===== config.mk =====
export PLATFORM = sky130hd
export DESIGN_NAME = bus_master_arbiter
export DESIGN_NICKNAME = d
export VERILOG_FILES = /design/src/rtl/bus_master_arbiter.sv
export SDC_FILE = /design/constraint.sdc
export NUM_CORES = 1
export LEC_CHECK = 0
export ABC_CLOCK_PERIOD_IN_PS = 5230
export CAP_MARGIN = 20
export CORE_MARGIN = 8
export CORE_UTILIZATION = 61
export CTS_BUF_LIST = sky130_fd_sc_hd__clkbuf_2 sky130_fd_sc_hd__clkbuf_4 sky130_fd_sc_hd__clkbuf_8
export DETAILED_ROUTE_END_ITERATION = 8
export PLACE_DENSITY = 0.87
export SYNTH_ARGS = -nofsm -noshare
export SYNTH_HDL_FRONTEND = slang
export SYNTH_SLANG_ARGS = --single-unit

===== constraint.sdc =====
create_clock -name clk -period 5.23 [get_ports clk]
set_clock_uncertainty 0.05 [all_clocks]
set_input_delay 1.046 -clock clk [delete_from_list [all_inputs] [get_ports clk]]
set_output_delay 1.046 -clock clk [all_outputs]
set_load 0.01 [all_outputs]

===== src/rtl/bus_master_arbiter.sv =====
// Shares the external bus between the CPU and NUM_REQ DMA masters: round-robin
// arbitration through the CPU dma_req/dma_ack handshake, plus a shared wait-state generator.
module bus_master_arbiter #(
  parameter int unsigned NUM_REQ  = 4,
  parameter int unsigned MEM_WAIT = 1,
  parameter int unsigned IO_WAIT  = 3,
  parameter int unsigned HOLD_MAX = 255
) (
  input  logic               clk,
  input  logic               arst_n,
  input  logic [NUM_REQ-1:0] req,
  output logic [NUM_REQ-1:0] grant,
  output logic [2:0]         owner,
  output logic               cpu_dma_req,
  input  logic               cpu_dma_ack,
  input  logic               cycle_start,
  input  logic               cycle_mem_io,
  input  logic               ext_wait,
  output logic               bus_ready,
  output logic               cycle_busy,
  output logic               hold_timeout
);

  localparam int unsigned WAIT_W = 4;
  localparam int unsigned HOLD_W = 8;
  localparam int unsigned OWN_W  = 3;

  typedef enum logic [1:0] {ST_IDLE, ST_HOLD_REQ, ST_GRANTED, ST_RELEASE} arb_state_e;
  typedef enum logic {W_IDLE, W_CNT} wait_state_e;

  arb_state_e          arb_q, arb_d;
  wait_state_e         wst_q, wst_d;
  logic [NUM_REQ-1:0]  grant_q, grant_d;
  logic [OWN_W-1:0]    owner_q, owner_d;
  logic                cpu_dma_req_q, cpu_dma_req_d;
  logic                hold_timeout_q, hold_timeout_d;
  logic [HOLD_W-1:0]   hold_q, hold_d;
  logic [WAIT_W-1:0]   cnt_q, cnt_d;
  logic                bus_ready_q, bus_ready_d;
  logic                cycle_busy_q, cycle_busy_d;

  logic [7:0]          req_pad;
  logic [OWN_W-1:0]    cand;
  logic [OWN_W-1:0]    pick_idx;
  logic                pick_valid;
  logic                hold_expired;
  logic                timeout_c;

  assign req_pad      = 8'(req);
  assign hold_expired = (hold_q >= HOLD_W'(HOLD_MAX - 1));

  // Round-robin search starting just after the last owner.
  always_comb begin
    pick_valid = 1'b0;
    pick_idx   = owner_q;
    cand       = owner_q;
    for (int unsigned i = 0; i < NUM_REQ; i++) begin
      cand = (cand == OWN_W'(NUM_REQ - 1)) ? '0 : cand + 3'd1;
      if (!pick_valid && req_pad[cand]) begin
        pick_valid = 1'b1;
        pick_idx   = cand;
      end
    end
  end

  // Arbiter state register.
  always_ff @(posedge clk or negedge arst_n) begin
    if (!arst_n) arb_q <= ST_IDLE;
    else         arb_q <= arb_d;
  end

  // Arbiter next state; a running bus cycle defers the hold timeout until it completes.
  always_comb begin
    arb_d     = arb_q;
    timeout_c = 1'b0;
    case (arb_q)
      ST_IDLE:     if (pick_valid) arb_d = ST_HOLD_REQ;
      ST_HOLD_REQ: begin
        if (!req_pad[owner_q])  arb_d = ST_RELEASE;
        else if (cpu_dma_ack)   arb_d = ST_GRANTED;
      end
      ST_GRANTED: begin
        if (!req_pad[owner_q] || !cpu_dma_ack) begin
          arb_d = ST_RELEASE;
        end else if (hold_expired && (!cycle_busy_q || bus_ready_q)) begin
          arb_d     = ST_RELEASE;
          timeout_c = 1'b1;
        end
      end
      ST_RELEASE:  if (!cpu_dma_ack) arb_d = ST_IDLE;
      default:     arb_d = ST_IDLE;
    endcase
  end

  // Arbiter outputs, registered from the next state.
  always_comb begin
    owner_d        = owner_q;
    grant_d        = '0;
    cpu_dma_req_d  = 1'b0;
    hold_timeout_d = timeout_c;
    hold_d         = '0;
    if (arb_q == ST_IDLE && pick_valid) owner_d = pick_idx;
    if (arb_d == ST_GRANTED) grant_d = NUM_REQ'(8'd1 << owner_q);
    if (arb_d == ST_HOLD_REQ || arb_d == ST_GRANTED) cpu_dma_req_d = 1'b1;
    if (arb_q == ST_GRANTED && arb_d == ST_GRANTED)
      hold_d = (hold_q == '1) ? hold_q : hold_q + 8'd1;
  end

  always_ff @(posedge clk or negedge arst_n) begin
    if (!arst_n) begin
      owner_q        <= OWN_W'(NUM_REQ - 1);
      grant_q        <= '0;
      cpu_dma_req_q  <= 1'b0;
      hold_timeout_q <= 1'b0;
      hold_q         <= '0;
    end else begin
      owner_q        <= owner_d;
      grant_q        <= grant_d;
      cpu_dma_req_q  <= cpu_dma_req_d;
      hold_timeout_q <= hold_timeout_d;
      hold_q         <= hold_d;
    end
  end

  // Wait-state generator state register.
  always_ff @(posedge clk or negedge arst_n) begin
    if (!arst_n) wst_q <= W_IDLE;
    else         wst_q <= wst_d;
  end

  // A cycle ends on the edge after bus_ready so cycle_busy covers the ready clock.
  always_comb begin
    wst_d = wst_q;
    case (wst_q)
      W_IDLE:  if (cycle_start) wst_d = W_CNT;
      W_CNT:   if (bus_ready_q) wst_d = W_IDLE;
      default: wst_d = W_IDLE;
    endcase
  end

  always_comb begin
    cnt_d        = cnt_q;
    bus_ready_d  = 1'b0;
    cycle_busy_d = (wst_d == W_CNT);
    case (wst_q)
      W_IDLE: begin
        if (cycle_start) cnt_d = cycle_mem_io ? WAIT_W'(MEM_WAIT) : WAIT_W'(IO_WAIT);
      end
      W_CNT: begin
        if (!bus_ready_q) begin
          if (cnt_q != '0)   cnt_d = cnt_q - 4'd1;
          else if (!ext_wait) bus_ready_d = 1'b1;
        end
      end
      default: cnt_d = '0;
    endcase
  end

  always_ff @(posedge clk or negedge arst_n) begin
    if (!arst_n) begin
      cnt_q        <= '0;
      bus_ready_q  <= 1'b0;
      cycle_busy_q <= 1'b0;
    end else begin
      cnt_q        <= cnt_d;
      bus_ready_q  <= bus_ready_d;
      cycle_busy_q <= cycle_busy_d;
    end
  end

  assign grant        = grant_q;
  assign owner        = owner_q;
  assign cpu_dma_req  = cpu_dma_req_q;
  assign hold_timeout = hold_timeout_q;
  assign bus_ready    = bus_ready_q;
  assign cycle_busy   = cycle_busy_q;

endmodule


Word level (Yosys, flattened, before mapping):

Cells that the tools add are included.

* $add $sub $neg: 6
* order comparisons: 6
* eq/ne operators: 14
* shifts and indexed selects: 1
* muxes and demuxes: 48
* bitwise logic cells: 1
* reductions and logical operators: 20

Operator list (count)
* $mux W3: 8
* $lt A3 B4 Y1 const B: 5
* $mux W1: 19
* $mux W4: 4
* $mux W8: 2
* $bmux W1 S3: 5
* $mux W2: 7
* $add A3 B1 Y3 const B: 4
* $eq A3 B2 Y1 const B: 4
* $add A8 B1 Y8 const B: 1
* $eq A8 B8 Y1 const B: 1
* $ge A8 B8 Y1 const B: 1
* $pmux W2 S4: 1
* $pmux W4 S2: 1
* $reduce_bool A4 Y1: 2
* $eq A2 B2 Y1 const B: 3
* $logic_and A1 B1 Y1: 6
* $logic_not A1 Y1: 6
* $ne A2 B2 Y1 const B: 3
* $eq A2 B1 Y1 const B: 2
* $shl A1 B3 Y4 const A: 1
* $sub A4 B1 Y4 const B: 1
* $logic_or A1 B1 Y1: 3
* $reduce_and A3 Y1: 1
* other kinds (5): 5

* flip-flop bits (word level): 25
* input bits: 10
* output and inout port bits: 11
* logic and storage cells: 105

Longest topological paths before layout:

* depth after elaboration: 19
* gate-level depth with buffers: 15
* gate-level depth less buffers: 13

Worst setup path before layout:

Ideal clock, no wire load.

* path kind: register to register
* from: register owner_q[0], in the netlist owner[0]
* to: register hold_q[4]
* data arrival time: 3.348 ns
* required time: 5.081 ns
* slack: 1.732 ns
* stages on the path, launching flop included: 15
* path buffers: 2
* period minus slack after synthesis: 3.498 ns
* path through: dfstp_2 > buf_2 > inv_1 > ha_1 > nand2_1 > ha_1 > buf_2 > a2111oi_2 > a211oi_1 > a21o_1 > o21ai_0 > and3_1 > ha_1 > nand2_1 > a311oi_1

* word-level cells in the longest chain between the ends: 19
* elaborated cells on any way between the ends: 42
* those cells by class: add/sub (4); eq/ne (6); mux (23); reduce/logical (9)

Ends and longest elaborated chain
* start: declaration: RTL line 34 `logic [OWN_W-1:0] owner_q, owner_d;`
* start signal: assignment: RTL line 111 `owner_q <= OWN_W'(NUM_REQ - 1);`
* start signal: assignment: RTL line 117 `owner_q <= owner_d;`
* branches (longest 15 deep; another with $add A3 B1 Y3)
* $pmux W2 S4 (*): RTL line 76 `case (arb_q)`
* $eq A2 B2 Y1 (*): RTL line 105 `if (arb_q == ST_GRANTED && arb_d == ST_GRANTED)`
* $logic_and A1 B1 Y1 (*): RTL line 105
* $ne A2 B2 Y1 (no line) / $mux W8 (equally long branches)
* end signal: assignment: RTL line 121 `hold_q <= hold_d;`
* end: declaration: RTL line 37 `logic [HOLD_W-1:0] hold_q, hold_d;`

Mark *: on every way between the ends. The select of a mux whose other input is x is not followed.
A chain may end at the register's enable or synchronous reset.

Worst setup path in the final report:

Ends and elaborated chain as after synthesis.

==> flow_summary_export.csv <==
group,metric,value,unit
global_route,grt_pass1_vias,1382,
clock_network,clk_path_buf_depth,2,
global_route,grt_usage,0.171,
synth,synth_compound_area_frac,0.169,
clock_network,insertion_delay,0.32,ns
worst_hold_path,holdPathStages,1,
finish,mostFrequentLayoutCells,"dfrtp_1, clkdlybuf4s50_1, nor2_1, nand2_1, ha_1",
global_route,grt.overflow.total,0,
place,dp_slack,1.29,ns
sta,tns,0,ns
synth,seq_area_frac_synth,0.382,
floorplan,design.die.area,4610,sq um
synth,syn_nets,193,
detailed_routing,num_vias,1367,
worst_setup_path,reg2regPathDepth,13,
place,dp_hpwl,2.81,mm
sta,tightest_slew,0.493,ns
synth,synth_ff_type,"dfrtp_1",
finish,multiInputGateArea,975,sq um
global_route,grt_max_degree,26,
worst_setup_path,crit_required,5.42,ns
synth,synth-xor-area-share,0.0373,
power_and_ir_drop,p_per_area,596,nW/um^2
global_route,grt_pass1_wl,6.25,mm
clock_network,hold_buffers,0,
sta,fin_ws,1.27,ns
place,io_buffers,20,
detailed_routing,via_per_inst,6.02,
power_and_ir_drop,cellLeakagePower,0.813,nW
worst_setup_path,crit_family,"adder cells",
synth,synth.distinct_cells,48,
finish,layout.cells.non_filler,227,
synth,synth.area.top_cells,"dfrtp_1, ha_1, nor2_1, nand2_1, dfstp_2",
sta,rsz0062_at_grt,"no",
worst_setup_path,arrival,4.15,ns
detailed_routing,ant_nets,0,
floorplan,die_w,67.9,um
worst_setup_path,cp_cell_sequence,"inv_1 > ha_1 > nand2_1 > ha_1 > mux2_2 > a21oi_1 > a211oi_1 > a21o_1 > o21ai_0 > and3_1 > ha_1 > nand2_1 > a311oi_1",
sta,slew_violations,0,
synth,yosysWarningCount,0,
finish,drive_above_1_share,0.107,
sta,fmax,0.253,GHz
detailed_routing,wire_per_inst,15.7,um
detailed_routing,wl,3.57,mm
clock_network,cts_root_buf,"clkbuf_4",
detailed_routing,firstDrtPassIters,4,
sta,hold_viol,0,
synth,synth_area,1640,sq um
finish,final_common_cell,"dfrtp_1",
worst_setup_path,critPathMaxStageDelay,0.72,ns
worst_hold_path,worstHoldPathType,"register to register",
global_route,antenna_found_initial,0,
finish,antenna_cells,0,
worst_setup_path,criticalPathCategory,"register to register",
power_and_ir_drop,irDropWorstVdd,0.624,mV
finish,nets,217,
sta,final.period_utilization,0.757,
sta,setup_viol,0,
synth,synth.avg_cell_area,9.50,sq um
synth,async_reset_ff_frac,1.00,
worst_setup_path,slowest_stage,"dfstp_2",
finish,nFillCells,199,
worst_setup_path,crit_fanout,13,
synth,synth_edf_count,0,
floorplan,coreArea,2660,sq um
clock_network,cts_sinks,25,
finish,regArea,628,sq um
worst_setup_path,cp-end-kind,"register",
synth,synth_simple_gate_area_frac,0.278,
clock_network,cts_setup_buffers,0,
worst_setup_path,cp_num_cells,13,
place,gp_congestion,0.921,
synth,ys_ff_latch,25,
outcome,outcome,"complete, no violations",
place,post-place-cells,222,
floorplan,std_cell_rows,19,
floorplan,pin_count,21,
worst_setup_path,crit_buf_inv,1,
floorplan,die_h,67.9,um
synth,synth_cells,173,
floorplan,initial_utilization,0.617,
clock_network,cts_tree,"yes",
finish,area_growth,16.5,%
worst_setup_path,cp-start-kind,"register",
synth,synth_top_family_by_area,"simple AND/OR/NAND/NOR gates",
worst_setup_path,cp_common_cell,"ha_1",
detailed_routing,drt_iter0_drc,56,
clock_network,clkTransAtPathRegs,0.14,ns
power_and_ir_drop,p_total,1.14,mW
clock_network,postCtsResizedCells,0,
detailed_routing,drc_errors,0,
sta,slew_headroom,0.669,
clock_network,numCtsBuffers,3,
synth,synth.largest_area_cell,"dfrtp_1",
synth,yosys.area_share.adder,0.0762,
synth,synth_top_area_frac,0.350,
sta,period_needed,3.96,ns
job,drv_cap,0,
synth,muxShareOfSynthArea,0.0327,
clock_network,cts_htree_levels,1,
==> path summary, 6_finish.rpt <==
check | end | slack [ns] | from
worst min register to register | cnt_q[1]$_DFFE_PN0P_ | 0.51 | cycle_busy$_DFF_PN0_
worst max register to register | hold_q[4]$_DFFE_PN0P_ | 1.27 | owner[0]$_DFFE_PN1P_
max in group asynchronous | owner[0]$_DFFE_PN1P_ | 3.73 | arst_n
min in group asynchronous | cnt_q[1]$_DFFE_PN0P_ | 0.90 | arst_n
worst max-delay path | hold_q[4]$_DFFE_PN0P_ | 1.27 | owner[0]$_DFFE_PN1P_
worst min-delay path | cnt_q[1]$_DFFE_PN0P_ | 0.51 | cycle_busy$_DFF_PN0_
==> cell families after synthesis <==
logic type / Yosys count
buf+inv: 10
simple gates: 82
mux: 4
xor+xnor: 7
fa+ha+maj: 10
compound gates: 35
flops: 25
==> where the power goes <==
| group | switching [mW] | internal, mW |
|---|---|---|
| clock | 0.0570 | 0.0286 |
| combinational | 0.412 | 0.331 |
| sequential | 0.0611 | 0.250 |
| total | 0.530 | 0.610 |
==> registers in the layout, indices dropped and copies added (netlist names) <==
name and cells:
hold_q 8, cnt_q 4, grant 4, owner 3
arb_q 2, bus_ready 1, cpu_dma_req 1, cycle_busy 1
hold_timeout 1
==> metal layers <==
layer | global-route usage | routed length, um
met3 | 0.0147 | 158
met2 | 0.330 | 1870
met5 | 0 | 0
met1 | 0.185 | 1450
met4 | 0.0742 | 88
==> synthesized netlist by cell type (2+ instances only) <==
master,instances
dfrtp_1,23
nor2_1,17
nand2_1,15
ha_1,10
a21oi_1,7
and2_1,7
inv_1,7
nand3_1,7
nor3_1,7
nand2b_1,6
o21ai_0,5
nor2b_1,4
xor2_1,4
a211oi_1,3
and3_1,3
o221ai_1,3
xnor2_1,3
a2111oi_2,2
a211oi_2,2
a21o_1,2
a311oi_1,2
a31oi_1,2
and2b_1,2
buf_2,2
dfstp_2,2
mux2i_1,2
nor4_1,2
o21a_1,2
==> stage by stage <==
step,utilization,hold slack (ns),cell area (sq um)
after floorplan,-,0.455,1640
after global placement,0.703,0.473,1870
after detailed placement,0.703,0.501,1870
after CTS,0.713,0.516,1900
after global routing,0.719,0.545,1910
final,0.719,0.511,1910
==> final cells by class <==
cell class	instances	share of cell area
Clock buffer	3	0.0118
Multi-Input combinational cell	138	0.509
Tap cell	31	0.0203
Inverter	8	0.0157
Sequential cell	25	0.328
Timing Repair Buffer	21	0.112
Clock inverter	1	0.00261
Note: power is estimated with default switching activity, not from simulation.
